--- config.mk ---
export PLATFORM = sky130hd
export DESIGN_NAME = raizing_layer_mixer
export DESIGN_NICKNAME = d
export VERILOG_FILES = /design/src/rtl/raizing_mix_pkg.sv /design/src/rtl/raizing_mix_node.sv /design/src/rtl/raizing_layer_mixer.sv
export SDC_FILE = /design/constraint.sdc
export NUM_CORES = 1
export LEC_CHECK = 0
export BUFFER_PORTS_ARGS = -buffer_cell sky130_fd_sc_hd__clkbuf_2
export CORE_ASPECT_RATIO = 1.25
export CORE_MARGIN = 5
export CORE_UTILIZATION = 60
export CTS_CLUSTER_SIZE = 30
export DETAILED_ROUTE_END_ITERATION = 16
export GPL_TIMING_DRIVEN = 0
export PLACE_DENSITY = 0.92
export SYNTH_ARGS = -nofsm -noshare
export SYNTH_HDL_FRONTEND = slang
export SYNTH_SLANG_ARGS = --single-unit
--- constraint.sdc ---
create_clock -name CLK -period 7.3 [get_ports CLK]
set_clock_uncertainty 0.1 [all_clocks]
set_input_delay 1.095 -clock CLK [delete_from_list [all_inputs] [get_ports CLK]]
set_output_delay 1.095 -clock CLK [all_outputs]
set_load 0.01 [all_outputs]
--- src/rtl/raizing_mix_pkg.sv ---
// raizing_mix_pkg
//   Shared definitions for the N-layer priority mixer.
//   - DEF_* localparams: default field widths and layer count.
//   - is_opaque(): transparency test on one layer's colour (low bits all
//     zero or layer disabled -> transparent).
//   - level_count(): number of candidates present at a given tree level.
//   The candidate record {opaque, prio, colour, id} is declared in the top
//   level, because its field widths follow the top level's parameters.
package raizing_mix_pkg;

  localparam int DEF_NUM_LAYERS = 5;
  localparam int DEF_PRIO_W     = 4;
  localparam int DEF_COLOR_W    = 11;
  localparam int DEF_TRANS_W    = 4;
  localparam int MAX_COLOR_W    = 32;

  // Opaque when the layer is enabled and its low trans_w colour bits are
  // not all zero.
  function automatic logic is_opaque(input logic en,
                                     input logic [MAX_COLOR_W-1:0] colour,
                                     input int trans_w);
    logic [MAX_COLOR_W-1:0] mask;
    mask = (MAX_COLOR_W'(1) << trans_w) - MAX_COLOR_W'(1);
    return en && ((colour & mask) != '0);
  endfunction

  // Candidates remaining after 'level' pairwise reductions of n inputs.
  function automatic int level_count(input int n, input int level);
    int c;
    c = n;
    for (int k = 0; k < level; k++) c = (c + 1) / 2;
    return c;
  endfunction

endpackage

--- src/rtl/raizing_mix_node.sv ---
// raizing_mix_node
//   One registered two-input compare node of the mixer tree.
//   Candidate vector layout (MSB first): {opaque, prio[PRIO_W], payload[PAY_W]}.
//   'a' always comes from the lower-numbered layers, so a tie on priority
//   goes to 'a'.
// Ports:
//   clk, reset (sync, active-high), cen (pipeline enable)
//   a, b : candidates in;  y : registered winner
module raizing_mix_node #(
  parameter int PRIO_W = 4,
  parameter int PAY_W  = 11
) (
  input  logic                    clk,
  input  logic                    reset,
  input  logic                    cen,
  input  logic [PRIO_W+PAY_W:0]   a,
  input  logic [PRIO_W+PAY_W:0]   b,
  output logic [PRIO_W+PAY_W:0]   y
);

  localparam int CAND_W = 1 + PRIO_W + PAY_W;

  logic a_wins;

  // b only wins when it is opaque and either a is transparent or b's
  // priority is strictly larger. Two transparent inputs yield a, which is
  // itself transparent.
  always_comb begin
    a_wins = !b[CAND_W-1] ||
             (a[CAND_W-1] && (a[CAND_W-2 -: PRIO_W] >= b[CAND_W-2 -: PRIO_W]));
  end

  always_ff @(posedge clk) begin
    if (reset) begin
      y <= '0;
    end else if (cen) begin
      y <= a_wins ? a : b;
    end
  end

endmodule

--- src/rtl/raizing_layer_mixer.sv ---
// raizing_layer_mixer
//   Pipelined N-layer priority mixer. Stage 0 registers one candidate per
//   layer, a registered pairwise tree of raizing_mix_node picks the winner,
//   and the output register applies background and blanking.
//   Latency: $clog2(NUM_LAYERS)+2 PIXEL_CEN strobes. All registers hold
//   between strobes.
// Ports:
//   CLK, RESET (sync, active-high), PIXEL_CEN (pipeline enable)
//   ACTIVE        display-on for the presented pixel
//   LAYER_PIXELS  layer i at [i*PIX_W +: PIX_W], field {prio, colour}
//   LAYER_EN      per-layer enable (0 -> transparent)
//   BG_COLOR      index used when no layer is opaque
//   FINAL_PIXEL   mixed palette index (0 while blanked)
//   ACTIVE_OUT    ACTIVE aligned with FINAL_PIXEL
//   WIN_LAYER     winning layer id, NUM_LAYERS for background
//                 (present only with RAIZING_MIXER_LAYER_ID_EN defined)
module raizing_layer_mixer
  import raizing_mix_pkg::*;
#(
  parameter int NUM_LAYERS = DEF_NUM_LAYERS,
  parameter int PRIO_W     = DEF_PRIO_W,
  parameter int COLOR_W    = DEF_COLOR_W,
  parameter int TRANS_W    = DEF_TRANS_W
) (
  input  logic                                   CLK,
  input  logic                                   RESET,
  input  logic                                   PIXEL_CEN,
  input  logic                                   ACTIVE,
  input  logic [NUM_LAYERS*(PRIO_W+COLOR_W)-1:0] LAYER_PIXELS,
  input  logic [NUM_LAYERS-1:0]                  LAYER_EN,
  input  logic [COLOR_W-1:0]                     BG_COLOR,
  output logic [COLOR_W-1:0]                     FINAL_PIXEL,
`ifdef RAIZING_MIXER_LAYER_ID_EN
  output logic [$clog2(NUM_LAYERS+1)-1:0]        WIN_LAYER,
`endif
  output logic                                   ACTIVE_OUT
);

  localparam int PIX_W = PRIO_W + COLOR_W;
  localparam int DEPTH = $clog2(NUM_LAYERS);
`ifdef RAIZING_MIXER_LAYER_ID_EN
  localparam int ID_W  = $clog2(NUM_LAYERS + 1);
  localparam int PAY_W = COLOR_W + ID_W;
`else
  localparam int PAY_W = COLOR_W;
`endif
  localparam int CAND_W = 1 + PRIO_W + PAY_W;

  typedef struct packed {
    logic               opaque;
    logic [PRIO_W-1:0]  prio;
    logic [COLOR_W-1:0] colour;
`ifdef RAIZING_MIXER_LAYER_ID_EN
    logic [ID_W-1:0]    id;
`endif
  } cand_t;

  cand_t              cand_in [NUM_LAYERS];
  cand_t              stage0  [NUM_LAYERS];
  logic [CAND_W-1:0]  tree    [DEPTH+1][NUM_LAYERS];
  logic               act_p   [DEPTH+1];
  logic [COLOR_W-1:0] bg_p    [DEPTH+1];

  // Stage 0 candidate formation.
  always_comb begin
    for (int i = 0; i < NUM_LAYERS; i++) begin
      cand_in[i].prio   = LAYER_PIXELS[i*PIX_W + COLOR_W +: PRIO_W];
      cand_in[i].colour = LAYER_PIXELS[i*PIX_W +: COLOR_W];
      cand_in[i].opaque = is_opaque(LAYER_EN[i],
                                    MAX_COLOR_W'(LAYER_PIXELS[i*PIX_W +: COLOR_W]),
                                    TRANS_W);
`ifdef RAIZING_MIXER_LAYER_ID_EN
      cand_in[i].id     = ID_W'(i);
`endif
    end
  end

  // Stage 0 registers plus the ACTIVE / BG_COLOR delay line that follows
  // the candidates through the tree.
  always_ff @(posedge CLK) begin
    if (RESET) begin
      for (int i = 0; i < NUM_LAYERS; i++) stage0[i] <= '0;
      for (int k = 0; k <= DEPTH; k++) begin
        act_p[k] <= 1'b0;
        bg_p[k]  <= '0;
      end
    end else if (PIXEL_CEN) begin
      for (int i = 0; i < NUM_LAYERS; i++) stage0[i] <= cand_in[i];
      act_p[0] <= ACTIVE;
      bg_p[0]  <= BG_COLOR;
      for (int k = 1; k <= DEPTH; k++) begin
        act_p[k] <= act_p[k-1];
        bg_p[k]  <= bg_p[k-1];
      end
    end
  end

  for (genvar i = 0; i < NUM_LAYERS; i++) begin : g_lvl0
    assign tree[0][i] = stage0[i];
  end

  // Reduction tree. An odd leftover candidate is paired with an all-zero
  // (transparent) partner so it passes through with the same register delay.
  for (genvar l = 0; l < DEPTH; l++) begin : g_lvl
    localparam int CNT_IN  = level_count(NUM_LAYERS, l);
    localparam int CNT_OUT = level_count(NUM_LAYERS, l + 1);
    for (genvar j = 0; j < NUM_LAYERS; j++) begin : g_slot
      if (j < CNT_OUT) begin : g_node
        logic [CAND_W-1:0] b_in;
        if (2*j + 1 < CNT_IN) begin : g_pair
          assign b_in = tree[l][2*j+1];
        end else begin : g_odd
          assign b_in = '0;
        end
        raizing_mix_node #(
          .PRIO_W (PRIO_W),
          .PAY_W  (PAY_W)
        ) u_node (
          .clk   (CLK),
          .reset (RESET),
          .cen   (PIXEL_CEN),
          .a     (tree[l][2*j]),
          .b     (b_in),
          .y     (tree[l+1][j])
        );
      end else begin : g_unused
        assign tree[l+1][j] = '0;
      end
    end
  end

  // Output register: blanking first, then background vs winner.
  always_ff @(posedge CLK) begin
    if (RESET) begin
      FINAL_PIXEL <= '0;
      ACTIVE_OUT  <= 1'b0;
`ifdef RAIZING_MIXER_LAYER_ID_EN
      WIN_LAYER   <= '0;
`endif
    end else if (PIXEL_CEN) begin
      ACTIVE_OUT <= act_p[DEPTH];
      if (!act_p[DEPTH]) begin
        FINAL_PIXEL <= '0;
      end else if (tree[DEPTH][0][CAND_W-1]) begin
        FINAL_PIXEL <= tree[DEPTH][0][PAY_W-1 -: COLOR_W];
      end else begin
        FINAL_PIXEL <= bg_p[DEPTH];
      end
`ifdef RAIZING_MIXER_LAYER_ID_EN
      if (!act_p[DEPTH]) begin
        WIN_LAYER <= '0;
      end else if (tree[DEPTH][0][CAND_W-1]) begin
        WIN_LAYER <= tree[DEPTH][0][ID_W-1:0];
      end else begin
        WIN_LAYER <= ID_W'(NUM_LAYERS);
      end
`endif
    end
  end

endmodule
==> results.ini <==
[logic_synthesis]
syn_avg_cell_area_um2=12.21
yosysTopAreaCell=edfxtp_1
yosysSeqAreaShare_pct=63.59
synthArstFlopShare_pct=0
ys_types=26
synth-seq-cells=232
yosysWarnings=0
synthTopCellsByArea=edfxtp_1, dfxtp_1, and2_1
syn_inst=763
syn-cell-area_mm2=0.009319
ys_top_cells_by_count=edfxtp_1, nor2_1, and2_1
synth_nets=874
synth_edf_count=128
synth_top_area_share_pct=41.25
synthFlopType=edfxtp_1

[detailed_routing]
wl_per_cell_um=18.12
drtAntennaViolNets=0
drc=0
wl_met3_um=1307
maxUsedRoutingLayer=met4
via_per_inst=5.593
num_vias=6270
dr.pass1.iters=5
wl_met1_um=7297
drt_iter0_markers=416
routed_wl_um=20310
wl_met2_um=10670

[setup_path]
crit_fanout=84
slowest_stage=inv_4
worstSetupStartpointType=input port
arrival_ns=3.08
max_stage_delay_ns=0.51
ff2ff_setup_slack_ns=4.94
critical_path.most_common_cell=clkbuf_1
path_class=in2reg
crit_required_ns=7.36
crit_chain=clkbuf_1 > buf_2 > nor2_1 > clkbuf_1 > inv_4 > buf_16
cp-end-kind=flop

[timing]
period_share_pct=41.39
finalSetupTns_ns=0
finalHoldViolations=0
whs_ns=0.3417
grt_setup_unrepaired=no
max_freq_mhz=331.0
finalSetupViolCount=0
fin_crit_ns=3.021
slew_viol_final=0
worst_pin_slew_ns=0.7383
relSlewSlack_pct=50.78

[floorplanning]
die-area_mm2=0.01814
std_cell_rows=51
io_pins=107
start_util_pct=60.35
core-area_mm2=0.01544
dieWidth_um=121.5
die-height_um=149.3

[finish]
area_growth_pct=16.41
nNetsFinal=1004
num_antenna_cells=0
drive_gt1_share_pct=19.69
fin_cells=1121
stdcell_area_mm2=0.01085

[global_route]
grt_pass1_wl_um=32060
grt_start_max_net_pins=85
grt_antenna_before_repair=0
grt-ovfl-total=0
grt_pass1_vias=6234
grtUsageTotal_pct=22.48

[clock_tree]
cts_tree=yes
cts_resized=0
cts_setup_buffers=0
cts-htree-levels=1
cts_sinks=232
clock_path_buffers=3
clkSlewWorstSetupHoldPaths_ns=0.06
clock_latency_ns=0.51
cts_root_buf=clkbuf_16
cts_hold_buf=0
cts_made_buffers=22

[placed_design]
post-dp-hpwl_um=13760
dp.cells=1081
place.gp.congestion=0.9360
dpl_cell_area_mm2=0.01014
portBuffers=105

[power_and_ir_drop]
powerDensity_mw_per_mm2=267.3
vdd_drop_max_mv=0.2184
power_leakage_uw=0.004426

[run_status]
status=complete, no violations

[worst_hold_path]
hold_path.class=reg2reg

[job]
cap_violations=0

==> final cells by class <==
type                    count  area, µm²
clock inverters            10      106.4
well taps                 212      265.3
multi-input cells         466       3108
flip-flops and latches    232       5926
plain buffers              48      221.5
fillers                  1037       4594
repair buffers            106      553.0
inverters                  17      66.31
clock buffers              30      601.8
==> routing by layer <==
metal  vias to the layer above  global-route usage, %
li1                       2935                      -
met1                      2994                  24.96
met5                         -                      0
met4                         0                  10.87
met3                        79                  4.135
met2                       262                  41.08
==> stage by stage <==
step	worst slack, ns	power (µW)	util, %
after floorplan	2.507	1698	-
after global placement	1.352	1775	65.47
after detailed placement	3.739	1789	65.66
after CTS	4.299	2906	70.25
after global routing	4.134	2995	70.25
final	4.279	2900	70.25
==> critical path, delay by kind of cell <==
kind | cells | cell delay (ns)
and+or+nand+nor | 1 | 0.13
buffers and inverters | 5 | 1.78
==> where the power goes <==
group | internal [µW] | leakage, µW | switching [µW]
clock | 652 | 0.000336 | 475
sequential | 1470 | 0.00224 | 48.5
combinational | 111 | 0.00185 | 141
==> worst paths after layout <==
path                                     startpoint                                      to  cells after the start
max                                       PIXEL_CEN                            stage0[3][0]                      6
min                                      ACTIVE_OUT                              ACTIVE_OUT                      2
max reg2reg  g_lvl[0].g_slot[0].g_node.u_node.y[11]  g_lvl[1].g_slot[0].g_node.u_node.y[11]                      8
min reg2reg                              ACTIVE_OUT                              ACTIVE_OUT                      2
==> sequential cells by signal, summed over array words and instances (netlist names) <==
| register | count |
|---|---|
| g_lvl.g_slot.g_node.u_node.y | 92 |
| stage0 | 80 |
| bg_p | 44 |
| FINAL_PIXEL | 11 |
| act_p | 4 |
| ACTIVE_OUT | 1 |
==> logic make-up after synthesis <==
group / synth area share, %
muxes: 7.841
AOI/OAI and AO/OA: 7.975
buffers and inverters: 3.061
DFF: 63.59
adders and majority gates: 2.148
and+or+nand+nor: 15.39
==> cells in the final DEF (no fill, tap or decap) <==
cell        count
nor2_1        128
edfxtp_1      128
and2_1        123
clkbuf_2      105
dfxtp_1       104
mux2i_1        73
clkbuf_1       43
a211oi_1       34
o221a_2        26
nand2_1        23
clkbuf_16      23
inv_1          16
ha_1           16
o21ai_0        11
buf_2           7
a21oi_1         6
nor4_1          5
o211ai_1        4
nand2b_1        4
buf_1           3
nor3b_2         2
o21ai_2         2
a21boi_4        2
buf_12          2
o21ai_1         2
a21o_1          2
nand3_1         2
clkinvlp_4      2
clkinv_2        2
clkinv_1        2
bufinv_16       2
inv_4           1
nor2b_1         1
clkinvlp_2      1
inv_6           1
buf_16          1
Power figures use the tool's default switching activity.
